`src/rtl/vga_timing_gen.sv`:
```
`default_nettype none
// ============================================================================
// Module   : vga_timing_gen
// Purpose  : 640x480@60 Hz VGA raster timing. Publishes the pixel coordinate
//            bus to the colour stage and registers its colour together with
//            hsync/vsync/blank into one cycle-aligned DAC interface.
// Revision : 1.0 - initial release
// ============================================================================
module vga_timing_gen #(
    parameter int H_ACTIVE = 640,
    parameter int H_FP     = 16,
    parameter int H_SYNC   = 96,
    parameter int H_BP     = 48,
    parameter int V_ACTIVE = 480,
    parameter int V_FP     = 10,
    parameter int V_SYNC   = 2,
    parameter int V_BP     = 33
) (
    input  logic        i_clk,
    input  logic        i_rst_n,
    input  logic        i_pix_en,
    input  logic [9:0]  i_red,
    input  logic [9:0]  i_green,
    input  logic [9:0]  i_blue,
    output logic [10:0] o_x,
    output logic [10:0] o_y,
    output logic [9:0]  o_vga_r,
    output logic [9:0]  o_vga_g,
    output logic [9:0]  o_vga_b,
    output logic        o_hs,
    output logic        o_vs,
    output logic        o_blank_n,
    output logic        o_sync_n,
    output logic        o_frame_tick
);

    localparam int H_TOTAL = H_ACTIVE + H_FP + H_SYNC + H_BP;
    localparam int V_TOTAL = V_ACTIVE + V_FP + V_SYNC + V_BP;

    localparam logic [10:0] H_LAST       = 11'(H_TOTAL - 1);
    localparam logic [10:0] V_LAST       = 11'(V_TOTAL - 1);
    localparam logic [10:0] H_ACT        = 11'(H_ACTIVE);
    localparam logic [10:0] V_ACT        = 11'(V_ACTIVE);
    localparam logic [10:0] H_SYNC_START = 11'(H_ACTIVE + H_FP);
    localparam logic [10:0] H_SYNC_END   = 11'(H_ACTIVE + H_FP + H_SYNC);
    localparam logic [10:0] V_SYNC_START = 11'(V_ACTIVE + V_FP);
    localparam logic [10:0] V_SYNC_END   = 11'(V_ACTIVE + V_FP + V_SYNC);

    logic [10:0] h_cnt;
    logic [10:0] v_cnt;
    logic        h_wrap;
    logic        v_wrap;
    logic        active;
    logic        hs_n;
    logic        vs_n;

    assign h_wrap = (h_cnt == H_LAST);
    assign v_wrap = (v_cnt == V_LAST);

    // Raster counters: h advances every strobe, v advances on each h wrap.
    always_ff @(posedge i_clk or negedge i_rst_n) begin
        if (!i_rst_n) begin
            h_cnt <= '0;
            v_cnt <= '0;
        end else if (i_pix_en) begin
            if (h_wrap) begin
                h_cnt <= '0;
                if (v_wrap) begin
                    v_cnt <= '0;
                end else begin
                    v_cnt <= v_cnt + 11'd1;
                end
            end else begin
                h_cnt <= h_cnt + 11'd1;
            end
        end
    end

    // Decode the active window and the active-low sync pulses for the current position.
    always_comb begin
        active = (h_cnt < H_ACT) && (v_cnt < V_ACT);
        hs_n   = !((h_cnt >= H_SYNC_START) && (h_cnt < H_SYNC_END));
        vs_n   = !((v_cnt >= V_SYNC_START) && (v_cnt < V_SYNC_END));
    end

    // DAC output stage: colour and sync for one pixel land together, one strobe later.
    always_ff @(posedge i_clk or negedge i_rst_n) begin
        if (!i_rst_n) begin
            o_vga_r   <= '0;
            o_vga_g   <= '0;
            o_vga_b   <= '0;
            o_hs      <= 1'b1;
            o_vs      <= 1'b1;
            o_blank_n <= 1'b0;
        end else if (i_pix_en) begin
            o_vga_r   <= active ? i_red   : 10'd0;
            o_vga_g   <= active ? i_green : 10'd0;
            o_vga_b   <= active ? i_blue  : 10'd0;
            o_hs      <= hs_n;
            o_vs      <= vs_n;
            o_blank_n <= active;
        end
    end

    // Coordinates come straight off the counter flops so colour stages see clean timing.
    assign o_x      = h_cnt;
    assign o_y      = v_cnt;
    assign o_sync_n = 1'b0;

    // (H_ACTIVE, V_ACTIVE) occurs once per frame; it marks the end of the visible area.
    assign o_frame_tick = i_pix_en && (h_cnt == H_ACT) && (v_cnt == V_ACT);

endmodule
`default_nettype wire

```
`config.mk`:
```
export PLATFORM = sky130hd
export DESIGN_NAME = vga_timing_gen
export DESIGN_NICKNAME = d
export VERILOG_FILES = /design/src/rtl/vga_timing_gen.sv
export SDC_FILE = /design/constraint.sdc
export NUM_CORES = 1
export LEC_CHECK = 0
export ABC_AREA = 1
export CAP_MARGIN = 15
export CORE_MARGIN = 2
export CORE_UTILIZATION = 35
export DETAILED_ROUTE_END_ITERATION = 12
export SYNTH_ARGS = -nofsm -noshare
export SYNTH_HDL_FRONTEND = slang
export SYNTH_SLANG_ARGS = --single-unit
```
`constraint.sdc`:
```
create_clock -name i_clk -period 1.6 [get_ports i_clk]
set_input_delay 0.4 -clock i_clk [delete_from_list [all_inputs] [get_ports i_clk]]
set_output_delay 0.4 -clock i_clk [all_outputs]
set_load 0.02 [all_outputs]
```
==> summary.md, run 1 <==
| Metric | Value |
|---|---|
| Run status | `complete, but fails checks` |
| Failing checks | `setup timing` |
| Area contributors post-synth | `dfrtp_1 (47%), nand2_1 (16%), nand3_1 (9.4%), nor2_1 (4.0%), inv_1 (3.9%)` |
| Final ANT Viol Nets | `0` |
| Sequential Power Share | `about two fifths` |
| Max Cap Viol | `0` |
| Final Setup Violations | `2` |
| Asr flop ratio synth | `100.0%` |
| CP most frequent cell | `nand4_1` |
| Wire length per cell | `12.75 µm` |
| Placed Cells | `around 580` |
| Clock slew seen by the registers of the worst setup and hold paths | `0.10 ns` |
| Achievable frequency | `about 0.52 GHz` |
| Min-delay worst type | `flip-flop to flip-flop` |
| DRT iter0 DRCs | `between 80 and 90` |
| Top-count cell post-synth | `nand2_1` |
| Drt drc | `0` |
| Largest delay contributor family on the critical path | `simple AND/OR/NAND/NOR gates` |
| CP startpoint kind | `flip-flop` |
| Area leader, netlist | `dfrtp_1` |
| Buffers & Inverters on Critical Path | `2` |
| Worst IR Drop VDD | `355.2 µV` |
| Worst hold path startpoint | `o_vga_r[8]$_DFFE_PN0P_` |
| Crit path kind | `flip-flop to primary output` |
| Die H | `~94 µm` |
| Final worst-path cycle share | `119.1%` |
| Internal power | `2.664 mW` |
| Critical Path RT | `around 1.2 ns` |
| Ant. Diodes | `0` |
| CP arrival | `~1.5 ns` |
| Cell depth of the worst flop-to-flop path | `12` |
| Psw | `1.619 mW` |
| Initial antenna violation count | `0` |
| Final setup margin | `-0.3057 ns` |
| Die Wd | `~94 µm` |
| Port bufs | `a little under 90` |
| Via count | `2792` |
| Number of synthesis warnings | `0` |
| Max FO, Critical Path | `2` |
| GR Overflow Total | `0` |
| Sw frac | `a little under two fifths` |
| First-pass GRT wire length | `between 10000 and 15000 µm` |
| H-Tree Depth | `2` |
| CTS sink cnt | `55` |
| PwrDens | `between 900 and 1000 nW/µm²` |
| CTS max path bufs | `2` |
| FF-to-FF End | `o_y[9]$_DFFE_PN0P_` |
| Logic pwr share | `41.8%` |
| Area growth from synthesis to layout | `52.33%` |
| Fin crit period | `1.906 ns` |
| Via density | `4.661` |
| Row count | `32` |
| CP max-delay cell | `dfrtp_1` |
| Routed WL | `7636 µm` |
| Cell variety after synth | `25` |
| Drt pass-1 iters | `4` |
| Hold EP | `o_vga_r[8]$_DFFE_PN0P_` |
| Mean Syn Cell Area | `a little under 8 µm²` |
| Final nets | `533` |
| Final GP Congestion | `between 0.8 and 0.9` |
| Pins over their slew limit | `0` |
| Largest net degree at the start of global routing | `32` |
| Die area | `8796 µm²` |
| IO Pins | `90` |
| CTS tree | `yes` |
| Synth cell count leaders | `nand2_1 (122), dfrtp_1 (53), nand3_1 (53)` |
| CP endpoint kind | `primary output` |
| Slowest Stage Delay on Critical Path | `0.42 ns` |
| CTS Root Cell | `clkbuf_8` |
| Synthesized area | `roughly 2800 µm²` |
| Post-synth top area share | `between 40 and 50%` |
| EDFF count, synth | `0` |
| Register area share after synthesis | `48.87%` |
| Most used DFF post-synth | `dfrtp_1` |
| Pleak | `2.372 nW` |
| DP HPWL | `between 5000 and 6000 µm` |
| Number of synthesized register bits | `55` |
| RSZ-0062 raised after global routing | `yes` |
| Final Core Density | `55.33%` |
| Hold path cells | `2` |
| Total track usage | `about 18%` |
| Hold Vio Cnt, Final | `0` |
| Reg2Reg Setup Slack | `~0.030 ns` |
| Vias in the first global route | `between 2000 and 3000` |
| Starting Density | `between 30% and 40%` |
| Final non-filler cell total | `approximately 600` |
| Skew final | `0.008547 ns` |
| Num CTS Buffers | `5` |
| Worst r2r src | `o_y[0]$_DFFE_PN0P_` |
| Syn nets | `395` |
| Clock power share | `a little under a fifth` |
| Core area | `between 7000 and 8000 µm²` |
| Mapped Cells | `358` |
| Cells along the critical path | `inv_2 > ha_4 > nand4_1 > nor2_2 > nand4_1 > nor2_4 > buf_6` |
| Clock Latency Late Sink | `0.31 ns` |
| Fraction of layout cells with a size suffix above 1 | `a little under a quarter` |
-- placed cells by master, fill, tap and decap left out, types with 10 or more instances in the layout --
master and count:
nand3_1 51, xor2_1 10, dfrtp_1 53, buf_4 52, clkdlybuf4s50_1 30, nand2_1 121
nor2_1 28, clkbuf_2 13, dlygate4sd2_1 31, inv_1 24
-- per-stage QoR --
step / setup WS [ns] / total power, mW / hold WS (ns) / setup TNS, ns / cell area, µm²
5_1_grt: -0.4193 / 4.571 / 0.5045 / -0.5579 / 4298
4_1_cts: -0.3394 / 4.266 / 0.4862 / -0.3394 / 4225
3_3_place_gp: -0.7771 / 3.562 / 0.3530 / -9.932 / 4151
2_1_floorplan: 0.0007471 / 2.632 / 0.1044 / 0 / 2829
6_report: -0.3057 / 4.283 / 0.4792 / -0.3346 / 4298
3_5_place_dp: -0.7862 / 3.588 / 0.3475 / -10.71 / 4151
-- kinds of logic (layout without fill, tap and decap cells) --
kind of cell	count (synthesis)	count (layout)	synth area share, %
compound gates	7	7	1.641
xor+xnor	10	10	3.104
fa+ha+maj	4	4	1.774
buf+inv	48	187	7.760
flops	55	55	48.87
other cells	1	1	0.1329
simple gates	233	233	36.72
-- how the worst max path moves through the flow --
stage	depth (start not counted)	slack [ns]	endpoint	from
finish	7	-0.31	o_frame_tick	o_y[0]$_DFFE_PN0P_
floorplan	6	0.0007	o_frame_tick	o_y[0]$_DFFE_PN0P_
detailed placement	6	-0.79	o_frame_tick	i_pix_en
global route	7	-0.42	o_frame_tick	o_y[0]$_DFFE_PN0P_
global placement	6	-0.78	o_frame_tick	i_pix_en
CTS	7	-0.34	o_frame_tick	o_y[1]$_DFFE_PN0P_
-- per-layer routing --
layer | vias up | share of wire, % | wire, µm | track usage [%]
li1 | 1403 | - | - | -
met1 | 1299 | 46 | 3524 | 23.59
met2 | 79 | 46 | 3524 | 28.75
met3 | 11 | 6.3 | 480 | 3.852
met4 | 0 | 1.4 | 106 | 5.556
met5 | - | 0 | 0 | 0
-- power by group through the flow --
stage	sequential, mW	combinational (mW)	clock (mW)
6_report	1.71	1.79	0.788
5_1_grt	1.73	1.97	0.872
4_1_cts	1.70	1.73	0.835
2_1_floorplan	2.05	0.580	0
3_3_place_gp	1.72	1.84	0
3_5_place_dp	1.73	1.86	0
-- sequential cells by signal, summed over array words and instances (netlist names) --
signal     flops
o_x           11
o_y           11
o_vga_b       10
o_vga_g       10
o_vga_r       10
o_blank_n      1
o_hs           1
o_vs           1
-- area by class of cell --
cell class	count	area (µm²)
fill	745	3470
sequential	55	1379
multi-input combinational	255	1304
timing repair buffer	146	1270
tap	102	127.6
inverter	33	123.9
clock buffer	5	68.82
clock inverter	3	25.02
-- timing repair --
action / CTS / global route
endpoints found under the hold margin: 10 / 0
pin swaps: 4 / 8
hold buffers: 1 / 0
resized for setup: 80 / 44
endpoints found under the setup margin: 56 / 47
buffers inserted: 2 / 7
gates cloned: 0 / 0
-- worst min-delay path, delay by kind of cell, from the launching register on --
kind,cells,cell delay (ns)
flip-flops,1,0.35
AND/OR/NAND/NOR,2,0.11
No activity file was read; power rests on OpenSTA's default activity.
==> run 2: changes to the inputs <==
--- a/config.mk
+++ b/config.mk
@@ -5,11 +5,12 @@
 export SDC_FILE = /design/constraint.sdc
 export NUM_CORES = 1
 export LEC_CHECK = 0
-export ABC_AREA = 1
+export ABC_AREA = 0
 export CAP_MARGIN = 15
 export CORE_MARGIN = 2
 export CORE_UTILIZATION = 35
 export DETAILED_ROUTE_END_ITERATION = 12
+export PLACE_DENSITY = 0.65
 export SYNTH_ARGS = -nofsm -noshare
 export SYNTH_HDL_FRONTEND = slang
 export SYNTH_SLANG_ARGS = --single-unit
==> summary.md, run 2 <==
| Metric | Value |
|---|---|
| Run status | `complete, but fails checks` |
| Failing checks | `setup timing` |
| Via count | `2163 (-23%)` |
| Hold Vio Cnt, Final | `0 (unchanged)` |
| CP endpoint kind | `primary output` |
| Fraction of layout cells with a size suffix above 1 | `27.81% (+3.9 points)` |
| Final worst-path cycle share | `122.7% (+3.6 points)` |
| Die area | `7696 µm² (-13%)` |
| Total track usage | `16.46% (-1.2 points)` |
| FF-to-FF End | `o_vga_b[9]$_DFFE_PN0P_` |
| CTS Root Cell | `clkbuf_8` |
| Most used DFF post-synth | `dfrtp_1` |
| Most frequent cells in the layout | `dfrtp_1 (42), buf_4 (39), a22o_1 (31), clkdlybuf4s50_1 (31), dlygate4sd2_1 (31)` |
| H-Tree Depth | `2 (unchanged)` |
| Worst slack, placed | `-0.7963 ns (-0.01005 ns)` |
| Cell variety after synth | `45 (+80%)` |
| Pins over their slew limit | `0 (unchanged)` |
| Cell depth of the worst flop-to-flop path | `5 (-7)` |
| CTS max path bufs | `2 (unchanged)` |
| Number of synthesis warnings | `0 (unchanged)` |
| Register area share after synthesis | `56.20% (+7.3 points)` |
| Synthesized area | `2454 µm² (-13%)` |
| Largest net degree at the start of global routing | `56 (+75%)` |
| Crit path kind | `flip-flop to primary output` |
| Max Cap Viol | `0 (unchanged)` |
| Die H | `87.73 µm (-6.5%)` |
| Pleak | `1.851 nW (-22%)` |
| GR Overflow Total | `0 (unchanged)` |
| Vias in the first global route | `2049 (-24%)` |
| Area contributors post-synth | `dfrtp_1 (54%), a22o_1 (11%), nand3_1 (2.7%), dfstp_2 (2.1%), ha_1 (2.0%)` |
| CP startpoint kind | `flip-flop` |
| Critical Path RT | `1.20 ns (about the same)` |
| DRT iter0 DRCs | `82 (-3.5%)` |
| Mapped Cells | `214 (-40%)` |
| DP HPWL | `4691 µm (-17%)` |
| Filler cells | `615 (-17%)` |
| Core area | `6794 µm² (-13%)` |
| EDFF count, synth | `0 (unchanged)` |
| IO Pins | `90 (unchanged)` |
| Die Wd | `87.73 µm (-6.5%)` |
| PwrDens | `785.4 nW/µm² (-21%)` |
| Max FO, Critical Path | `2 (unchanged)` |
| Final Setup Violations | `47 (+45)` |
| Clock Latency Late Sink | `0.31 ns (about the same)` |
| Asr flop ratio synth | `100.0% (unchanged)` |
| Area leader, netlist | `dfrtp_1` |
| Num CTS Buffers | `5 (unchanged)` |
| Ant. Diodes | `0 (unchanged)` |
| Port bufs | `88 (unchanged)` |
| Synth cell count leaders | `dfrtp_1 (53), a22o_1 (31), nand2_1 (13), nand3_1 (13)` |
| Fin crit period | `1.963 ns (+0.05761 ns)` |
| Worst IR Drop VDD | `552.0 µV (+55%)` |
| Skew final | `0.01158 ns (+0.003029 ns)` |
| Syn nets | `251 (-36%)` |
| Commonest non-fill, non-tap cell in the layout | `dfrtp_1` |
| Post-synth top area share | `54.05% (+7.0 points)` |
| Initial antenna violation count | `0 (unchanged)` |
| Area growth from synthesis to layout | `55.63%` |
| Top-count cell post-synth | `dfrtp_1` |
| Final ANT Viol Nets | `0 (unchanged)` |
| Wire length per cell | `14.58 µm (+14%)` |
| Tot Pwr | `2.999 mW (-30%)` |
| Worst r2r src | `o_y[9]$_DFFE_PN0P_` |
| Final setup margin | `-0.3633 ns (-0.05761 ns)` |
| CTS tree | `yes` |
| Via density | `4.984 (+6.9%)` |
| Drt pass-1 iters | `5 (+1)` |
| Mean Syn Cell Area | `11.47 µm² (+45%)` |
| Reg2Reg Setup Slack | `-0.12 ns (-0.15 ns)` |
| Starting Density | `36.11% (-0.21 points)` |
| Final nets | `374 (-30%)` |
| Row count | `30 (-6.3%)` |
| CP arrival | `1.56 ns (+0.05 ns)` |
| RSZ-0062 raised after global routing | `yes` |
| Min-delay worst type | `primary input to async pin` |
| Clock slew seen by the registers of the worst setup and hold paths | `0.11 ns (about the same)` |
| Number of synthesized register bits | `55 (unchanged)` |
| Drt drc | `0 (unchanged)` |
| CTS sink cnt | `55 (unchanged)` |
| First-pass GRT wire length | `10120 µm (-18%)` |
| Routed WL | `6329 µm (-17%)` |
| Achievable frequency | `0.5094 GHz (-2.9%)` |
| # hold bufs at CTS | `0 (-1)` |
| Final GP Congestion | `0.8303 (-4.5%)` |
run 2: changes by cell type after synthesis, sizes merged, moves of 3 or more:
cell   delta
a21oi     +4
xor2      -6
buf       -4
o21ai    +10
and3      +3
inv      -24
nor2     -34
nor4      +3
nor4b     +4
or4       +4
nand2   -111
xnor2     +4
a22o     +30
nand3    -42
run 2: cell families after synthesis:
kind of cell / after synthesis / share of synthesized area [%]
DFF: 55 / 56.20
xor gates and xnor gates: 8 / 2.855
and+or+nand+nor: 68 / 17.39
muxes: 1 / 0.4080
adders and majority gates: 4 / 2.040
AOI/OAI and AO/OA: 56 / 16.98
buffers and inverters: 21 / 3.977
other: 1 / 0.1528
run 2: power breakdown:
part	internal, mW	switching (mW)
Sequential	1.45	0.0375
Clock	0.323	0.493
Combinational	0.335	0.359
Total	2.11	0.889
run 2: worst max-delay path by stage:
stage / from / slack, ns / cells past startpoint / end
floorplan: o_x[0]$_DFFE_PN0P_ / -0.05 / 5 / o_frame_tick
global placement: i_pix_en / -0.79 / 4 / o_frame_tick
detailed placement: i_pix_en / -0.80 / 4 / o_frame_tick
CTS: o_x[1]$_DFFE_PN0P_ / -0.40 / 6 / o_frame_tick
global route: o_x[1]$_DFFE_PN0P_ / -0.51 / 6 / o_frame_tick
finish: o_x[1]$_DFFE_PN0P_ / -0.36 / 6 / o_frame_tick
run 2: worst max-delay path: stages (launching register included):
cell	delay (ns)
dfrtp_2	0.42
inv_1	0.07
ha_1	0.13
nor4b_2	0.18
nand3_1	0.14
nor4_4	0.14
buf_4	0.18
run 2: cell type report:
class	count	area [µm²]	share of cell area, %
well taps	96	120.1	3.145
repair buffers	128	1105	28.93
inverters	9	33.78	0.8847
flip-flops and latches	55	1393	36.47
clock buffers	5	68.82	1.802
multi-input cells	138	1071	28.05
clock inverters	3	27.53	0.7208
run 2: repair_timing:
action,in CTS,in global routing
setup endpoints to repair,100,67
setup buffers,1,0
pin swaps,1,0
resized for setup,76,28
run 2: per-stage QoR:
stage | area (µm²) | hold slack, ns | setup TNS (ns) | utilization (%) | cells
after floorplan | 2515 | 0.1044 | -0.06210 | - | 214
after CTS | 3830 | 0.08245 | -10.98 | 56.37 | 434
after global routing | 3819 | 0.07103 | -13.40 | 56.21 | 434
after global placement | 3766 | 0.4264 | -25.66 | 55.43 | 425
after detailed placement | 3766 | 0.4239 | -27.08 | 55.43 | 425
final | 3819 | 0.06282 | -11.84 | 56.21 | 434
run 2: per-layer routing:
layer / vias up / GRT usage (%) / part of all wire [%]
met5: - / 0 / 0
met4: 0 / 3.077 / 0.82
met3: 4 / 3.676 / 6.2
met2: 73 / 25.90 / 46
met1: 1051 / 23.57 / 47
li1: 1035 / - / -
==> run 3: changes to the inputs <==
--- a/config.mk
+++ b/config.mk
@@ -6,6 +6,7 @@
 export NUM_CORES = 1
 export LEC_CHECK = 0
 export ABC_AREA = 0
+export ABC_CLOCK_PERIOD_IN_PS = 1600
 export CAP_MARGIN = 15
 export CORE_MARGIN = 2
 export CORE_UTILIZATION = 35
==> results of run 3 <==
No change in the layout: final DEF, timing and power equal those of run 2.
